$ cat config.mk
export PLATFORM = sky130hd
export DESIGN_NAME = wrr_guard_arbiter
export DESIGN_NICKNAME = d
export VERILOG_FILES = /design/src/rtl/wrr_guard_arbiter.sv
export SDC_FILE = /design/constraint.sdc
export NUM_CORES = 1
export LEC_CHECK = 0
export ABC_AREA = 1
export CORE_MARGIN = 8
export CORE_UTILIZATION = 45
export CTS_BUF_LIST = sky130_fd_sc_hd__clkbuf_4
export CTS_CLUSTER_DIAMETER = 60
export CTS_CLUSTER_SIZE = 25
export DETAILED_ROUTE_END_ITERATION = 8
export PLACE_DENSITY = 0.83
export SLEW_MARGIN = 15
export SYNTH_ARGS = -nofsm -noshare
export SYNTH_HDL_FRONTEND = slang
export SYNTH_SLANG_ARGS = --single-unit
$ cat constraint.sdc
create_clock -name clk -period 2.3 [get_ports clk]
set_input_delay 0.46 -clock clk [delete_from_list [all_inputs] [get_ports clk]]
set_output_delay 0.46 -clock clk [all_outputs]
set_load 0.05 [all_outputs]
$ cat src/rtl/wrr_guard_arbiter.sv
// wrr_guard_arbiter: shares one egress transmitter between a strict-priority H server and
// N weighted-round-robin L servers. Grants are active-low ena_n pulses held until the chosen
// server answers with bool_go or a TMO-cycle timeout expires.
// Optional feature: define WRR_GUARD_BAND_EN to block any L start whose head-frame length
// exceeds the cycles left before the next TT window (tt_gap).
module wrr_guard_arbiter #(
  parameter int unsigned N     = 3,
  parameter int unsigned WGT_W = 4,
  parameter int unsigned LEN_W = 8,
  parameter int unsigned TMO   = 4
) (
  input  logic               clk,
  input  logic               rst_n,
  input  logic               bool_ready_H,
  input  logic               bool_go_H,
  input  logic [N-1:0]       bool_ready_L,
  input  logic [N-1:0]       bool_go_L,
  input  logic [N*LEN_W-1:0] pkt_len_L,
  input  logic [N*WGT_W-1:0] weight_L,
  input  logic [LEN_W-1:0]   tt_gap,
  output logic               ena_n_H,
  output logic [N-1:0]       ena_n_L,
  output logic [1:0]         active,
  output logic [3:0]         channel,
  output logic               err_conflict
);

  localparam int unsigned PW = (N > 1) ? $clog2(N) : 1;
  localparam int unsigned CW = (TMO > 1) ? $clog2(TMO + 1) : 1;

  localparam logic [1:0] ActNone = 2'b00;
  localparam logic [1:0] ActH    = 2'b01;
  localparam logic [1:0] ActL    = 2'b10;

  typedef enum logic [1:0] {StIdle, StGrant, StBusy} state_e;

  state_e            state_q, state_d;
  logic [1:0]        act_q, act_d;
  logic [3:0]        chan_q, chan_d;
  logic [N-1:0]      oh_q, oh_d;     // one-hot of the L owner
  logic [PW-1:0]     ptr_q, ptr_d;
  logic [WGT_W-1:0]  cred_q, cred_d;
  logic [CW-1:0]     cnt_q, cnt_d;
  logic              err_q;

  logic [N-1:0]      elig;
  logic [PW-1:0]     win, idx;
  logic              win_found, reload;
  logic [N-1:0]      win_oh;
  logic [WGT_W-1:0]  wsel;
  logic              own_go, conflict;

  // Eligibility of each L channel, optionally gated by the guard band.
  always_comb begin
    elig = bool_ready_L;
`ifdef WRR_GUARD_BAND_EN
    for (int i = 0; i < N; i++) begin
      if (pkt_len_L[i*LEN_W +: LEN_W] > tt_gap) elig[i] = 1'b0;
    end
`endif
  end

`ifndef WRR_GUARD_BAND_EN
  logic unused_guard;
  assign unused_guard = ^{tt_gap, pkt_len_L};
`endif

  // WRR winner: keep ptr while it has credit, else next eligible channel after ptr.
  always_comb begin
    win       = '0;
    idx       = '0;
    win_found = 1'b0;
    reload    = 1'b0;
    if (elig[ptr_q] && cred_q != '0) begin
      win       = ptr_q;
      win_found = 1'b1;
    end else begin
      for (int k = 1; k <= N; k++) begin
        idx = PW'((int'(ptr_q) + k) % N);
        if (!win_found && elig[idx]) begin
          win       = idx;
          win_found = 1'b1;
          reload    = 1'b1;
        end
      end
    end
    wsel   = '0;
    win_oh = '0;
    for (int i = 0; i < N; i++) begin
      if (win == PW'(i)) begin
        wsel      = weight_L[i*WGT_W +: WGT_W];
        win_oh[i] = 1'b1;
      end
    end
  end

  // Owner's go and conflict detection against the registered owner.
  always_comb begin
    own_go   = (act_q == ActH) ? bool_go_H : |(bool_go_L & oh_q);
    conflict = 1'b0;
    if (state_q == StIdle) begin
      conflict = bool_go_H | (|bool_go_L);
    end else if (act_q == ActH) begin
      conflict = |bool_go_L;
    end else begin
      conflict = bool_go_H | (|(bool_go_L & ~oh_q));
    end
  end

  // Next-state logic for the IDLE/GRANT/BUSY scheduler and WRR bookkeeping.
  always_comb begin
    state_d = state_q;
    act_d   = act_q;
    chan_d  = chan_q;
    oh_d    = oh_q;
    ptr_d   = ptr_q;
    cred_d  = cred_q;
    cnt_d   = cnt_q;
    unique case (state_q)
      StIdle: begin
        if (bool_ready_H) begin
          state_d = StGrant;
          act_d   = ActH;
          chan_d  = '0;
          oh_d    = '0;
          cnt_d   = '0;
        end else if (win_found) begin
          state_d = StGrant;
          act_d   = ActL;
          chan_d  = 4'(win);
          oh_d    = win_oh;
          cnt_d   = '0;
          if (reload) begin
            ptr_d  = win;
            cred_d = (wsel == '0) ? WGT_W'(1) : wsel;
          end
        end
      end
      StGrant: begin
        if (own_go) begin
          state_d = StBusy;
          if (act_q == ActL && cred_q != '0) cred_d = cred_q - WGT_W'(1);
        end else if (cnt_q == CW'(TMO - 1)) begin
          // Timeout: give up without consuming credit.
          state_d = StIdle;
          act_d   = ActNone;
          chan_d  = '0;
          oh_d    = '0;
        end else begin
          cnt_d = cnt_q + CW'(1);
        end
      end
      StBusy: begin
        if (!own_go) begin
          state_d = StIdle;
          act_d   = ActNone;
          chan_d  = '0;
          oh_d    = '0;
        end
      end
      default: state_d = StIdle;
    endcase
  end

  // State registers.
  always_ff @(posedge clk or negedge rst_n) begin
    if (!rst_n) begin
      state_q <= StIdle;
      act_q   <= ActNone;
      chan_q  <= '0;
      oh_q    <= '0;
      ptr_q   <= PW'(N - 1);
      cred_q  <= '0;
      cnt_q   <= '0;
      err_q   <= 1'b0;
    end else begin
      state_q <= state_d;
      act_q   <= act_d;
      chan_q  <= chan_d;
      oh_q    <= oh_d;
      ptr_q   <= ptr_d;
      cred_q  <= cred_d;
      cnt_q   <= cnt_d;
      err_q   <= err_q | conflict;
    end
  end

  assign ena_n_H      = !(state_q == StGrant && act_q == ActH);
  assign ena_n_L      = (state_q == StGrant && act_q == ActL) ? ~oh_q : '1;
  assign active       = act_q;
  assign channel      = chan_q;
  assign err_conflict = err_q;

endmodule

Word level (Yosys, flattened, before mapping)
Index checks and enable logic that the tools add are counted.
{"block": "totals", "register_bits": 21, "in_bits": 54, "output_inout_bits": 11, "elab_cells": 133}
{"block": "classes", "add_sub_neg": 5, "div_mod_pow": 3, "magnitude_cmp": 4, "n_eq_ne": 18, "mux": 65, "bitwise": 7, "reduce_logical": 23}
{"operator": "$mod 32x2->32 const B", "count": 3}
{"operator": "$mux 4", "count": 14}
{"operator": "$mux 3", "count": 10}
{"operator": "$mux 2", "count": 12}
{"operator": "$mux 1", "count": 19}
{"operator": "$ne 2x2->1 const B", "count": 9}
{"operator": "$lt 2x3->1 const B", "count": 4}
{"operator": "$pmux 2 s3", "count": 2}
{"operator": "$pmux 4 s3", "count": 1}
{"operator": "$pmux 3 s3", "count": 1}
{"operator": "$reduce_or 3->1", "count": 3}
{"operator": "$bmux 1 s2", "count": 4}
{"operator": "$pmux 4 s2", "count": 1}
{"operator": "$reduce_and 4->1", "count": 2}
{"operator": "$add 2x2->3 const B", "count": 2}
{"operator": "$and 3x3->3", "count": 2}
{"operator": "$eq 2x1->1 const B", "count": 3}
{"operator": "$eq 2x2->1 const B", "count": 3}
{"operator": "$logic_and 1x1->1", "count": 6}
{"operator": "$ne 3x3->1 const B", "count": 2}
{"operator": "$pmux 3 s2", "count": 1}
{"operator": "$reduce_and 6->1", "count": 1}
{"operator": "$reduce_and 5->1", "count": 1}
{"operator": "$logic_not 2->1", "count": 2}
{"operator": "other kinds (13)", "count": 17}

Logic depth before layout (Yosys ltp)
{"block": "depth", "ltp_word": 24, "mapped_depth": 20, "depth_no_buf": 19}

Worst setup path before layout
OpenSTA, ideal clock, no wires.
{"block": "synth_path", "kind": "register -> register", "startpoint": "register ptr_q[0]", "endpoint": "register cred_q[0]", "arrival_time_ns": 1.954, "t_required_ns": 2.184, "path_slack_ns": 0.230, "stages_incl_launch_ff": 20, "synth_period_minus_slack_ns": 2.070, "cell_sequence": "dfrtp_1 -> inv_2 -> ha_1 -> buf_6 -> inv_2 -> nand2_1 -> nand3_1 -> nand2_2 -> nand3_1 -> nand2_1 -> inv_1 -> nand2_1 -> nand2_2 -> nand2_4 -> nor3_1 -> nor2_2 -> nand3_1 -> nand2_1 -> nand2_1 -> nand2_1"}
{"block": "synth_between", "elab_chain_cells": 24}
{"item": "start, declared", "line_no": "41", "text": "logic [PW-1:0] ptr_q, ptr_d;"}
{"item": "start signal, assigned", "line_no": "172", "text": "ptr_q <= PW'(N - 1);"}
{"item": "start signal, assigned", "line_no": "181", "text": "ptr_q <= ptr_d;"}
{"item": "$add 2x1->3", "line_no": "79", "text": "idx = PW'((int'(ptr_q) + k) % N);"}
{"item": "$mod 32x2->32", "line_no": "79"}
{"item": "$bmux 1 s2", "line_no": "80", "text": "if (!win_found && elig[idx]) begin"}
{"item": "$mux 1 (implied by the code)", "line_no": "80"}
{"item": "$mux 1", "line_no": "80"}
{"item": "$mux 1", "line_no": "74", "text": "if (elig[ptr_q] && cred_q != '0) begin"}
{"item": "$logic_not 1->1", "line_no": "80"}
{"item": "$logic_and 1x1->1", "line_no": "80"}
{"item": "(+6 left out)"}
{"item": "$logic_not 2->1", "line_no": "90", "text": "if (win == PW'(i)) begin"}
{"item": "$mux 4 (3 in a row)", "line_no": "90"}
{"item": "$logic_not 4->1", "line_no": "135", "text": "cred_d = (wsel == '0) ? WGT_W'(1) : wsel;"}
{"item": "$mux 4", "line_no": "135"}
{"item": "$mux 4", "line_no": "133", "text": "if (reload) begin"}
{"item": "$mux 4", "line_no": "127", "text": "end else if (win_found) begin"}
{"item": "$mux 4", "line_no": "121", "text": "if (bool_ready_H) begin"}
{"item": "$pmux 4 s2", "line_no": "119", "text": "unique case (state_q)"}
{"item": "end signal, assigned", "line_no": "182", "text": "cred_q <= cred_d;"}
{"item": "end, declared", "line_no": "42", "text": "logic [WGT_W-1:0] cred_q, cred_d;"}
Parallel ways exist; a longest one is shown, timed or not. The select of a mux whose other input is x is not followed.
A chain may end at the register's enable or synchronous reset.

Worst setup path in the final report
{"block": "layout_path", "startpoint": "register ptr_q[1]", "endpoint": "register cred_q[0]"}
The elaborated chain is that of the path after synthesis.

==> results_dict.tcl <==
set metrics [dict create \
    path_class "flip-flop to flip-flop" \
    fin_crit_ns 2.185 \
    die_width_um 76.12 \
    vias_per_cell 5.086 \
    slew_headroom 0.6656 \
    path_cells "inv_4 > ha_2 > inv_2 > nand3_1 > a31oi_1 > nand2_1 > nand2_2 > nand2_4 > nor3_1 > nor2_2 > nand3_1 > nand2_1 > nand2_1 > nand2_1" \
    diodes 0 \
    wl_per_cell_um 12.68 \
    startpoint_type "flip-flop" \
    cp_slowest_stage_delay_ns 0.61 \
    fin_area_um2 2115 \
    pwr_density_cell_nw_per_um2 1299 \
    syn_inst 227 \
    post-route-util 0.5909 \
    grt_overflow 0 \
    peakVddDrop_v 0.0004273 \
    postSynthAreaPerCell_um2 7.165 \
    yosys_warnings 0 \
    synth.area.top_cells "dfrtp_1 (28%), nand2_1 (13%), ha_1 (8.5%), inv_1 (7.2%), nand3_1 (4.9%)" \
    hold_class "input pin to async pin" \
    vias 1592 \
    finalSetupTns_ns 0 \
    port_buffers 30 \
    cts_root_buf "clkbuf_4" \
    worstMarginPinSlew_ns 0.5000 \
    drv_slew 0 \
    synth_top_area_cell "dfrtp_1" \
    clk_pin_slew_ns 0.11 \
    crit_slowest_cell "dfstp_2" \
    cts_tree "yes" \
    dp.cells 308 \
    cts_max_level 1 \
    synth_cell_type_count 37 \
    final_layout_size_suffix_gt1_frac 0.2377 \
    num_rows 22 \
    worstPathRequired_ns 2.51 \
    drc 0 \
    routed_wl_um 3970 \
    fin_cells 313 \
    cts.sinks 19 \
    start_util 0.4545 \
    synthArstFlopShare 1.000 \
    grt_max_degree 20 \
    drv_cap 0 \
    clkLatencyLatePin_ns 0.30 \
    fin_crit_sh 0.9501 \
    io_pins 65 \
    dr.pass1.iters 4 \
    synth_ff_type "dfrtp_1" \
    ys_seq_area_frac 0.2931 \
    synth_most_common_cell "nand2_1" \
    crit_family "simple AND/OR/NAND/NOR gates" \
    finalPower_mw 2.746 \
    netlist.area_leader.share 0.2769 \
    placed_area_um2 1992 \
    synth_seq_cells 19 \
    timing.final.ws_setup_ns 0.1148 \
    netlist_top_cells_count "nand2_1 (55), inv_1 (31), dfrtp_1 (18), nand3_1 (16), nor2_1 (16)" \
    fp.dieH_um 76.12 \
    leakagePower_nw 0.9931 \
    dieArea_um2 5794 \
    path_buf_inv 2 \
    cts_buffers 3 \
    arrival_ns 2.39 \
    drtAntennaViolNets 0 \
    grt_usage 0.1301 \
    hold_violations 0 \
    cp_max_fo 8 \
    grt_pass1_vias 1470 \
    pre_cts_slack_ns -0.08967 \
    antenna_found_initial 0 \
    setup_viol 0 \
    fin_skew_ns 0.003631 \
    core_area_um2 3578 \
    critPathCaptureType "flip-flop" \
    drtIter0Drc 97 \
    fin_hold_ws_ns 0.4789 \
    timing.critical_path.mode_cell "nand2_1" \
    synth_edf_count 0 \
    gp_congestion 0.8181 \
    nets 331 \
    syn_to_final_growth_pct 30.00 \
    syn_area_um2 1627 \
    grt_pass1_wl_um 6430 \
    hpwl_um 3008 \
    status "finished clean" \
    clock_path_buffers 2 \
    fmax_ghz 0.4576 \
]
## path summary, 6_finish.rpt
check | from | to | slack (ns) | depth (start not counted)
setup / recovery | ptr_q[1] | cred_q[0] | 0.11 | 14
hold / removal | rst_n | err_conflict | 0.48 | 2
setup reg to reg | ptr_q[1] | cred_q[0] | 0.11 | 14
hold reg to reg | channel[1] | channel[1] | 0.51 | 2
max in group asynchronous | rst_n | ptr_q[1] | 1.55 | 2
min in group clk | channel[1] | channel[1] | 0.51 | 2
## where the power goes
group	total (mW)	switching [mW]	leakage, nW	internal, mW
Sequential	0.563	0.0987	0.240	0.464
Clock	0.185	0.105	0.0184	0.0795
Combinational	2.00	1.23	0.735	0.767
## state kept, by name (all words and copies together), names as in the netlist
| register | cells |
|---|---|
| active | 2 |
| cnt_q | 3 |
| oh_q | 3 |
| cred_q | 4 |
| err_conflict | 1 |
| channel | 2 |
| ptr_q | 2 |
| state_q | 2 |
## cell type report
type	count	area, um^2
clock buffer	4	30.03
tap	48	60.06
timing repair buffer	38	350.3
sequential	19	476.7
fill	336	1464
inverter	39	151.4
multi-input combinational	165	1046
## cells by family after synthesis
group / after synthesis / share of synthesized area
adder cells (fa/ha/maj): 11 / 0.08461
AND/OR/NAND/NOR: 113 / 0.3439
XOR/XNOR: 2 / 0.01077
AO/OA/AOI/OAI: 37 / 0.1500
buffers and inverters: 44 / 0.1154
flip-flops: 19 / 0.2931
other: 1 / 0.002305
## per-layer routing
| layer | GRT usage | routed length [um] | up-vias |
|---|---|---|---|
| met4 | 0.03462 | 66 | 0 |
| li1 | - | - | 812 |
| met3 | 0.04009 | 217 | 9 |
| met2 | 0.1997 | 1855 | 45 |
| met1 | 0.1714 | 1830 | 726 |
| met5 | 0 | 0 | - |
## layout by cell type (no fill, tap or decap), drive strengths merged, types with 7 or more instances in the layout
cell	count
nand2	61
nor2	21
dfrtp	18
a21oi	8
nor3	7
clkdlybuf4s50	26
nand3	18
ha	11
inv	39
buf	12
o21ai	16
## timing repair
| action | in CTS | in global routing |
|---|---|---|
| setup buffers | 0 | 1 |
| endpoints found under the hold margin | 0 | 0 |
| endpoints found under the setup margin | 0 | 17 |
| hold buffers | 0 | 0 |
| gates resized for setup | 0 | 24 |
Note: power is estimated with default switching activity, not from simulation.
